[config.mk]
export PLATFORM = sky130hd
export DESIGN_NAME = line_buffer_ctrl
export DESIGN_NICKNAME = d
export VERILOG_FILES = /design/src/rtl/line_buffer_ctrl.sv
export SDC_FILE = /design/constraint.sdc
export NUM_CORES = 1
export LEC_CHECK = 0
export ABC_AREA = 1
export BUFFER_PORTS_ARGS = -buffer_cell sky130_fd_sc_hd__buf_4
export CAP_MARGIN = 5
export CORE_UTILIZATION = 49
export DETAILED_ROUTE_END_ITERATION = 12
export GPL_TIMING_DRIVEN = 0
export PLACE_DENSITY_LB_ADDON = 0.05
export SYNTH_ARGS = -nofsm -noshare
export SYNTH_HDL_FRONTEND = slang
export SYNTH_SLANG_ARGS = --single-unit
[constraint.sdc]
create_clock -name i_clk -period 2 [get_ports i_clk]
set_clock_uncertainty 0.1 [all_clocks]
set_input_delay 0.2 -clock i_clk [delete_from_list [all_inputs] [get_ports i_clk]]
set_output_delay 0.2 -clock i_clk [all_outputs]
set_load 0.01 [all_outputs]
[src/rtl/line_buffer_ctrl.sv]
// Row-bank sequencer for the vertical line buffer: circular row store over KERNEL-1 banks.
// Bank drive is combinational; window outputs are registered one cycle later. No backpressure.
module line_buffer_ctrl #(
  parameter  int WIDTH  = 8,
  parameter  int DEPTH  = 640,
  parameter  int KERNEL = 3,
  localparam int NB     = KERNEL - 1,
  localparam int AW     = $clog2(DEPTH),
  localparam int SW     = (NB > 2) ? $clog2(NB) : 1,
  localparam int RW     = $clog2(NB + 1)
) (
  input  logic             i_clk,
  input  logic             i_rst,
  input  logic             i_valid,
  input  logic             i_sof,
  input  logic [WIDTH-1:0] i_pixel,
  output logic [NB-1:0]    o_bank_we,
  output logic             o_bank_re,
  output logic [AW-1:0]    o_bank_addr,
  output logic [WIDTH-1:0] o_bank_wdata,
  output logic             o_valid,
  output logic [WIDTH-1:0] o_pixel,
  output logic [SW-1:0]    o_oldest,
  output logic [AW-1:0]    o_col,
  output logic             o_eol,
  output logic             o_primed
);

  typedef enum logic {FILL, RUN} state_t;

  state_t          state, state_next;
  logic [AW-1:0]   col, c;
  logic [SW-1:0]   wr_sel, b, b_next;
  logic [RW-1:0]   rows, rows_base, rows_inc;
  logic            accepted, last_col, win;

  always_comb begin
    accepted   = i_valid & ~i_rst;
    c          = i_sof ? '0 : col;
    b          = i_sof ? '0 : wr_sel;
    rows_base  = i_sof ? '0 : rows;
    last_col   = (c == AW'(DEPTH - 1));
    b_next     = (b == SW'(NB - 1)) ? '0 : b + 1'b1;
    rows_inc   = (rows_base == RW'(NB)) ? rows_base : rows_base + 1'b1;
    // A start-of-frame pixel never sees the old frame's window.
    win        = accepted && (state == RUN) && !i_sof;
    state_next = i_sof ? FILL : state;
    if (last_col && rows_inc == RW'(NB))
      state_next = RUN;

    o_bank_re    = accepted;
    o_bank_addr  = c;
    o_bank_we    = accepted ? (NB'(1) << b) : '0;
    o_bank_wdata = i_pixel;
  end

  always_ff @(posedge i_clk) begin
    if (i_rst) begin
      state    <= FILL;
      col      <= '0;
      wr_sel   <= '0;
      rows     <= '0;
      o_valid  <= 1'b0;
      o_pixel  <= '0;
      o_oldest <= '0;
      o_col    <= '0;
      o_eol    <= 1'b0;
      o_primed <= 1'b0;
    end else begin
      o_valid <= win;
      o_eol   <= accepted && last_col;
      if (accepted) begin
        o_pixel  <= i_pixel;
        o_oldest <= b;
        o_col    <= c;
        state    <= state_next;
        o_primed <= (state_next == RUN);
        if (!last_col) begin
          col    <= c + 1'b1;
          wr_sel <= b;
          rows   <= rows_base;
        end else begin
          col    <= '0;
          wr_sel <= b_next;
          rows   <= rows_inc;
        end
      end
    end
  end

endmodule

==> results of run 1 <==
[area by class of cell]
cell class                      instances  area (µm²)
Clock inverter                          2        35.0
Tap cell                               44        55.1
Sequential cell                        35         701
Clock buffer                            6        51.3
Multi-Input combinational cell        121         687
Fill cell                             273         817
Timing Repair Buffer                   64         503
Inverter                               21        78.8
Buffer                                 14         100
[power breakdown]
part	switching (mW)	internal (mW)
Combinational	0.0758	0.0792
Sequential	0.00691	0.710
Clock	0.246	0.295
[metrics by stage]
| step | hold slack (ns) | area, µm² | instances |
|---|---|---|---|
| floorplan | 0.217 | 1560 | 191 |
| global placement | 0.324 | 2010 | 288 |
| detailed placement | 0.324 | 2010 | 288 |
| CTS | 0.00220 | 2190 | 305 |
| global route | 0.0118 | 2210 | 307 |
| finish | 0.0246 | 2210 | 307 |
[worst max-delay path: cells and delay by family (launching register included)]
family	cells	cell delay, ns
flops	1	0.36
simple gates	7	0.92
fa+ha+maj	1	0.20
buf+inv	2	0.16
[placed cells by master (no fill, tap or decap), types with 5 or more instances in the layout]
cell	count
nor2_4	7
o21ai_0	15
inv_1	18
dfxtp_1	35
nand2_1	47
a22o_1	10
clkbuf_4	5
buf_4	63
dlygate4sd3_1	9
nand3_1	13
nor2_1	6
[per-layer routing]
metal / part of all wire (%) / up-vias / GRT usage, %
met5: 0 / - / 0
met4: 1.9 / 0 / 10.2
met3: 5.6 / 7 / 6.81
met2: 47 / 47 / 40.7
met1: 45 / 656 / 27.7
li1: - / 756 / -
[final timing paths]
kind | from | endpoint | slack (ns) | cells after the start
setup reg to reg | col[0] | col[5] | 0.17 | 10
hold reg to reg | col[7] | col[7] | 0.36 | 2
setup / recovery | col[0] | col[5] | 0.17 | 10
hold / removal | i_rst | state | 0.02 | 2
[what timing repair did]
| item | in CTS | in global routing |
|---|---|---|
| endpoints found under the hold margin | 9 | 0 |
| buffers inserted | 0 | 2 |
| setup endpoints to repair | 0 | 9 |
| gates resized for setup | 0 | 2 |
| hold buffers | 9 | 0 |
[cells in the mapped netlist (4+ instances only)]
| cell | number |
|---|---|
| a22o_1 | 10 |
| inv_1 | 18 |
| nor2_1 | 7 |
| nor2_4 | 6 |
| nand3_1 | 13 |
| o21ai_0 | 15 |
| nand2_2 | 4 |
| nand2_1 | 47 |
| nand4_1 | 4 |
| a21oi_1 | 4 |
| buf_4 | 8 |
| dfxtp_1 | 35 |
[registers in the layout, indices dropped and copies added, names as in the netlist]
register  count
rows          2
o_pixel       8
o_valid       1
o_oldest      1
o_col        10
state         1
o_eol         1
wr_sel        1
col          10
[kinds of logic (layout without fill, tap and decap cells)]
logic type               Yosys count  count (layout)
buffers and inverters             35             107
XOR/XNOR                           3               3
AND/OR/NAND/NOR                   86              86
adder cells (fa/ha/maj)            2               2
flip-flops                        35              35
AO/OA/AOI/OAI                     30              30
==> impl_metrics.tcl, run 1 <==
set metrics [dict create \
    power.density_nw_per_um2 639 \
    synth_nets 205 \
    grt_pass1_wl_um 5970 \
    avgSynthCellArea_um2 8.16 \
    synthMuxAreaShare_pct 0 \
    max-slew-margin-rel_pct 65.1 \
    finalSetupTns_ns 0 \
    syn2layout_area_growth_pct 41.8 \
    crit_path_max_incr_delay_ns 0.36 \
    htreeDepth 2 \
    drt_pre_antenna_iters 4 \
    drv_slew 0 \
    cts_sinks 35 \
    synth_seq_cells 35 \
    io-pin-count 55 \
    yosysUniqueCellTypes 24 \
    cts_buffers 5 \
    setup_slack_ns 0.169 \
    crit_arrival_ns 1.98 \
    row_count 20 \
    startpoint_type "flip-flop" \
    total_power_mw 1.41 \
    port_buffers 53 \
    vias_per_cell 4.78 \
    synth_top_family_by_area "simple AND/OR/NAND/NOR gates" \
    drive_above_1_share_pct 35.4 \
    grt_overflow_total 0 \
    synthTopCellsByArea "dfxtp_1, nand2_1, a22o_1" \
    synth-adder-area-share_pct 1.61 \
    start_util_pct 51.5 \
    peakVddDrop_v 0.000432 \
    synth_top_area_share_pct 44.9 \
    dp_hpwl_um 2550 \
    grt_max_degree 12 \
    cap_violations 0 \
    netlist_area_um2 1560 \
    clk_path_buf_depth 2 \
    clockRootBuffer "clkbuf_4" \
    synth-xor-area-share_pct 1.69 \
    ys_async_sr_fraction_pct 0 \
    end_kind "flip-flop" \
    core_um2 3030 \
    grt_pass1_vias 1327 \
    synth_edf_count 0 \
    drc_errors 0 \
    post-route-util_pct 73.0 \
    track_usage_pct 23.7 \
    syn_inst 191 \
    dr_total_vias 1466 \
    fmax_mhz 546 \
    wl_per_cell_um 12.3 \
    p_leak_nw 1.05 \
    synth_seq_area_share_pct 44.9 \
    worstHoldPathType "in -> reg" \
    die_h_um 58.4 \
    antenna_found_initial 0 \
    rsz0062_at_grt "false" \
    cts_tree "built" \
    path_clk_slew_ns 0.11 \
    synth-compound-area-share_pct 12.3 \
    critPathMaxFanout 7 \
    hold_viol 0 \
    drtAntennaViolNets 0 \
    final_nets 276 \
    finalCriticalPeriod_ns 1.83 \
    setup_viol 0 \
    gp_congestion 0.834 \
    yosys_warnings 0 \
    synthSimpleGateAreaFrac_pct 28.0 \
    antennaDiodeCount 0 \
    initialDrtViolationCount 47 \
    dpl_worst_slack_ns 0.0117 \
    status "completed" \
    die_x_um 58.4 \
    path_cells "inv_1 -> nor2_4 -> ha_1 -> nand4_1 -> nor2_4 -> nand2_1 -> nand2_2 -> inv_2 -> nand3_1 -> nand2_1" \
    worst_pin_slew_ns 0.523 \
    yosysTopAreaCell "dfxtp_1" \
    slowest_stage "dfxtp_1" \
    synthFlopType "dfxtp_1" \
    dieArea_um2 3410 \
    crit_type "reg -> reg" \
    required_ns 2.15 \
    insertion_delay_ns 0.35 \
    fin_crit_sh_pct 91.5 \
    wl_um 3760 \
]
(Power assumes the default switching activity.)
==> inputs of run 2 (changes only) <==
- CELL_PAD_IN_SITES_DETAIL_PLACEMENT: unset -> 0
- CELL_PAD_IN_SITES_GLOBAL_PLACEMENT: unset -> 1
- CORE_UTILIZATION: 49 -> 35
==> impl_metrics.tcl, run 2 (synthesis results as in run 1) <==
set metrics [dict create \
    end_kind "flip-flop" \
    antenna_found_initial 0 \
    grt_max_degree 11 \
    status "completed" \
    die_x_um 68.7 \
    final_nets 267 \
    top_usage_layer "met2" \
    required_ns 2.09 \
    htreeDepth 2 \
    grt_pass1_wl_um 6020 \
    placed_area_um2 2020 \
    final_common_cell "buf_4" \
    dieArea_um2 4730 \
    fin_crit_sh_pct 91.0 \
    die_h_um 68.7 \
    drc_errors 0 \
    crit_type "reg -> reg" \
    wl_per_cell_um 12.2 \
    cpLargestDelayFamily "simple AND/OR/NAND/NOR gates" \
    crit_arrival_ns 1.91 \
    grt_pass1_vias 1255 \
    reg.largest.list "col x10, o_col x10, o_pixel x8" \
    clk_path_buf_depth 2 \
    drt_pre_antenna_iters 4 \
    track_usage_pct 17.8 \
    cts_hold_buffers 0 \
    critPathMaxFanout 7 \
    core_um2 4140 \
    drv_slew 0 \
    grt.met1_usage_pct 22.8 \
    fmax_mhz 550 \
    worst_pin_slew_ns 0.499 \
    grtUsageMet2_pct 28.2 \
    wl_um 3710 \
    peakVddDrop_v 0.000322 \
    vias_per_cell 4.64 \
    most-common-layout-cells "buf_4, nand2_1, dfxtp_1" \
    syn2layout_area_growth_pct 35.9 \
    worstHoldPathType "in -> reg" \
    insertion_delay_ns 0.29 \
    cap_violations 0 \
    min_from "i_valid" \
    drive_above_1_share_pct 35.8 \
    setup_viol 0 \
    cts_sinks 35 \
    cts_buffers 5 \
    startpoint_type "flip-flop" \
    antennaDiodeCount 0 \
    slowest_stage "dfxtp_1" \
    dr_total_vias 1410 \
    power.density_nw_per_um2 641 \
    finalSetupTns_ns 0 \
    cp_common_cell "nand2_1" \
    port_buffers 53 \
    dp_hpwl_um 2710 \
    crit-reg2reg-launch "col[0]" \
    max-slew-margin-rel_pct 66.7 \
    grt_overflow_total 0 \
    io-pin-count 55 \
    design_area_um2 2120 \
    cts_tree "built" \
    drtAntennaViolNets 0 \
    initialDrtViolationCount 37 \
    crit_start "col[0]" \
    path_clk_slew_ns 0.07 \
    met3_usage_pct 5.43 \
    gp_congestion 0.756 \
    finalCriticalPeriod_ns 1.82 \
    start_util_pct 37.6 \
    hold_viol 0 \
    p_leak_nw 1.00 \
    post-route-util_pct 51.1 \
    row_count 23 \
    clockRootBuffer "clkbuf_8" \
    cp_num_buf_inv 2 \
    crit_path_max_incr_delay_ns 0.35 \
    path_cells "inv_1 -> nor2_2 -> ha_1 -> nand4_1 -> nor2_4 -> nand2_1 -> nand2_2 -> inv_2 -> nand3_1 -> nand2_1" \
]
==> run 2: layout make-up <==
class | count | area [µm²]
repair buffers | 55 | 413
well taps | 50 | 62.6
flip-flops and latches | 35 | 701
fillers | 448 | 2030
clock inverters | 1 | 5.00
inverters | 21 | 78.8
multi-input cells | 121 | 682
clock buffers | 7 | 76.3
plain buffers | 14 | 100
==> run 2: worst register-to-register path, stage by stage (launching register included) <==
cell and delay, ns:
dfxtp_1 0.35, inv_1 0.07, nor2_2 0.18, ha_1 0.22
nand4_1 0.18, nor2_4 0.25, nand2_1 0.09, nand2_2 0.09
inv_2 0.06, nand3_1 0.08, nand2_1 0.05
==> run 2: path summary, 6_finish.rpt <==
check / to / slack (ns) / depth (start not counted)
min reg2reg: o_col[2] / 0.36 / 2
max reg2reg: col[7] / 0.18 / 10
max: col[7] / 0.18 / 10
min: col[0] / 0.02 / 2
==> run 2: metrics by stage <==
stage | power (mW) | instances | setup WS, ns | hold WS, ns
final | 1.36 | 304 | 0.180 | 0.0209
after CTS | 1.37 | 302 | 0.0444 | 0.0193
after global routing | 1.41 | 304 | -0.00837 | 0.0163
after detailed placement | 0.872 | 294 | -0.00715 | 0.328
after global placement | 0.872 | 294 | -0.0176 | 0.321
after floorplan | 0.802 | 191 | 0.242 | 0.217
==> run 2: repair_timing <==
| action | 4_1_cts | 5_1_grt |
|---|---|---|
| buffers inserted | 0 | 2 |
| endpoints found under the setup margin | 0 | 12 |
| resized for setup | 0 | 1 |
==> run 2: report_power, final <==
| group | internal (mW) | switching, mW | total (mW) | leakage, nW |
|---|---|---|---|---|
| sequential | 0.710 | 0.00725 | 0.717 | 0.284 |
| combinational | 0.0672 | 0.0706 | 0.138 | 0.674 |
| clock | 0.244 | 0.258 | 0.502 | 0.0422 |
| total | 1.02 | 0.336 | 1.36 | 1.00 |
==> run 2: per-layer routing <==
layer  routed length, µm  vias up
met1                1800      627
met2                1630       39
met5                   0        -
met4                  56        0
met3                 220        5
li1                    -      739
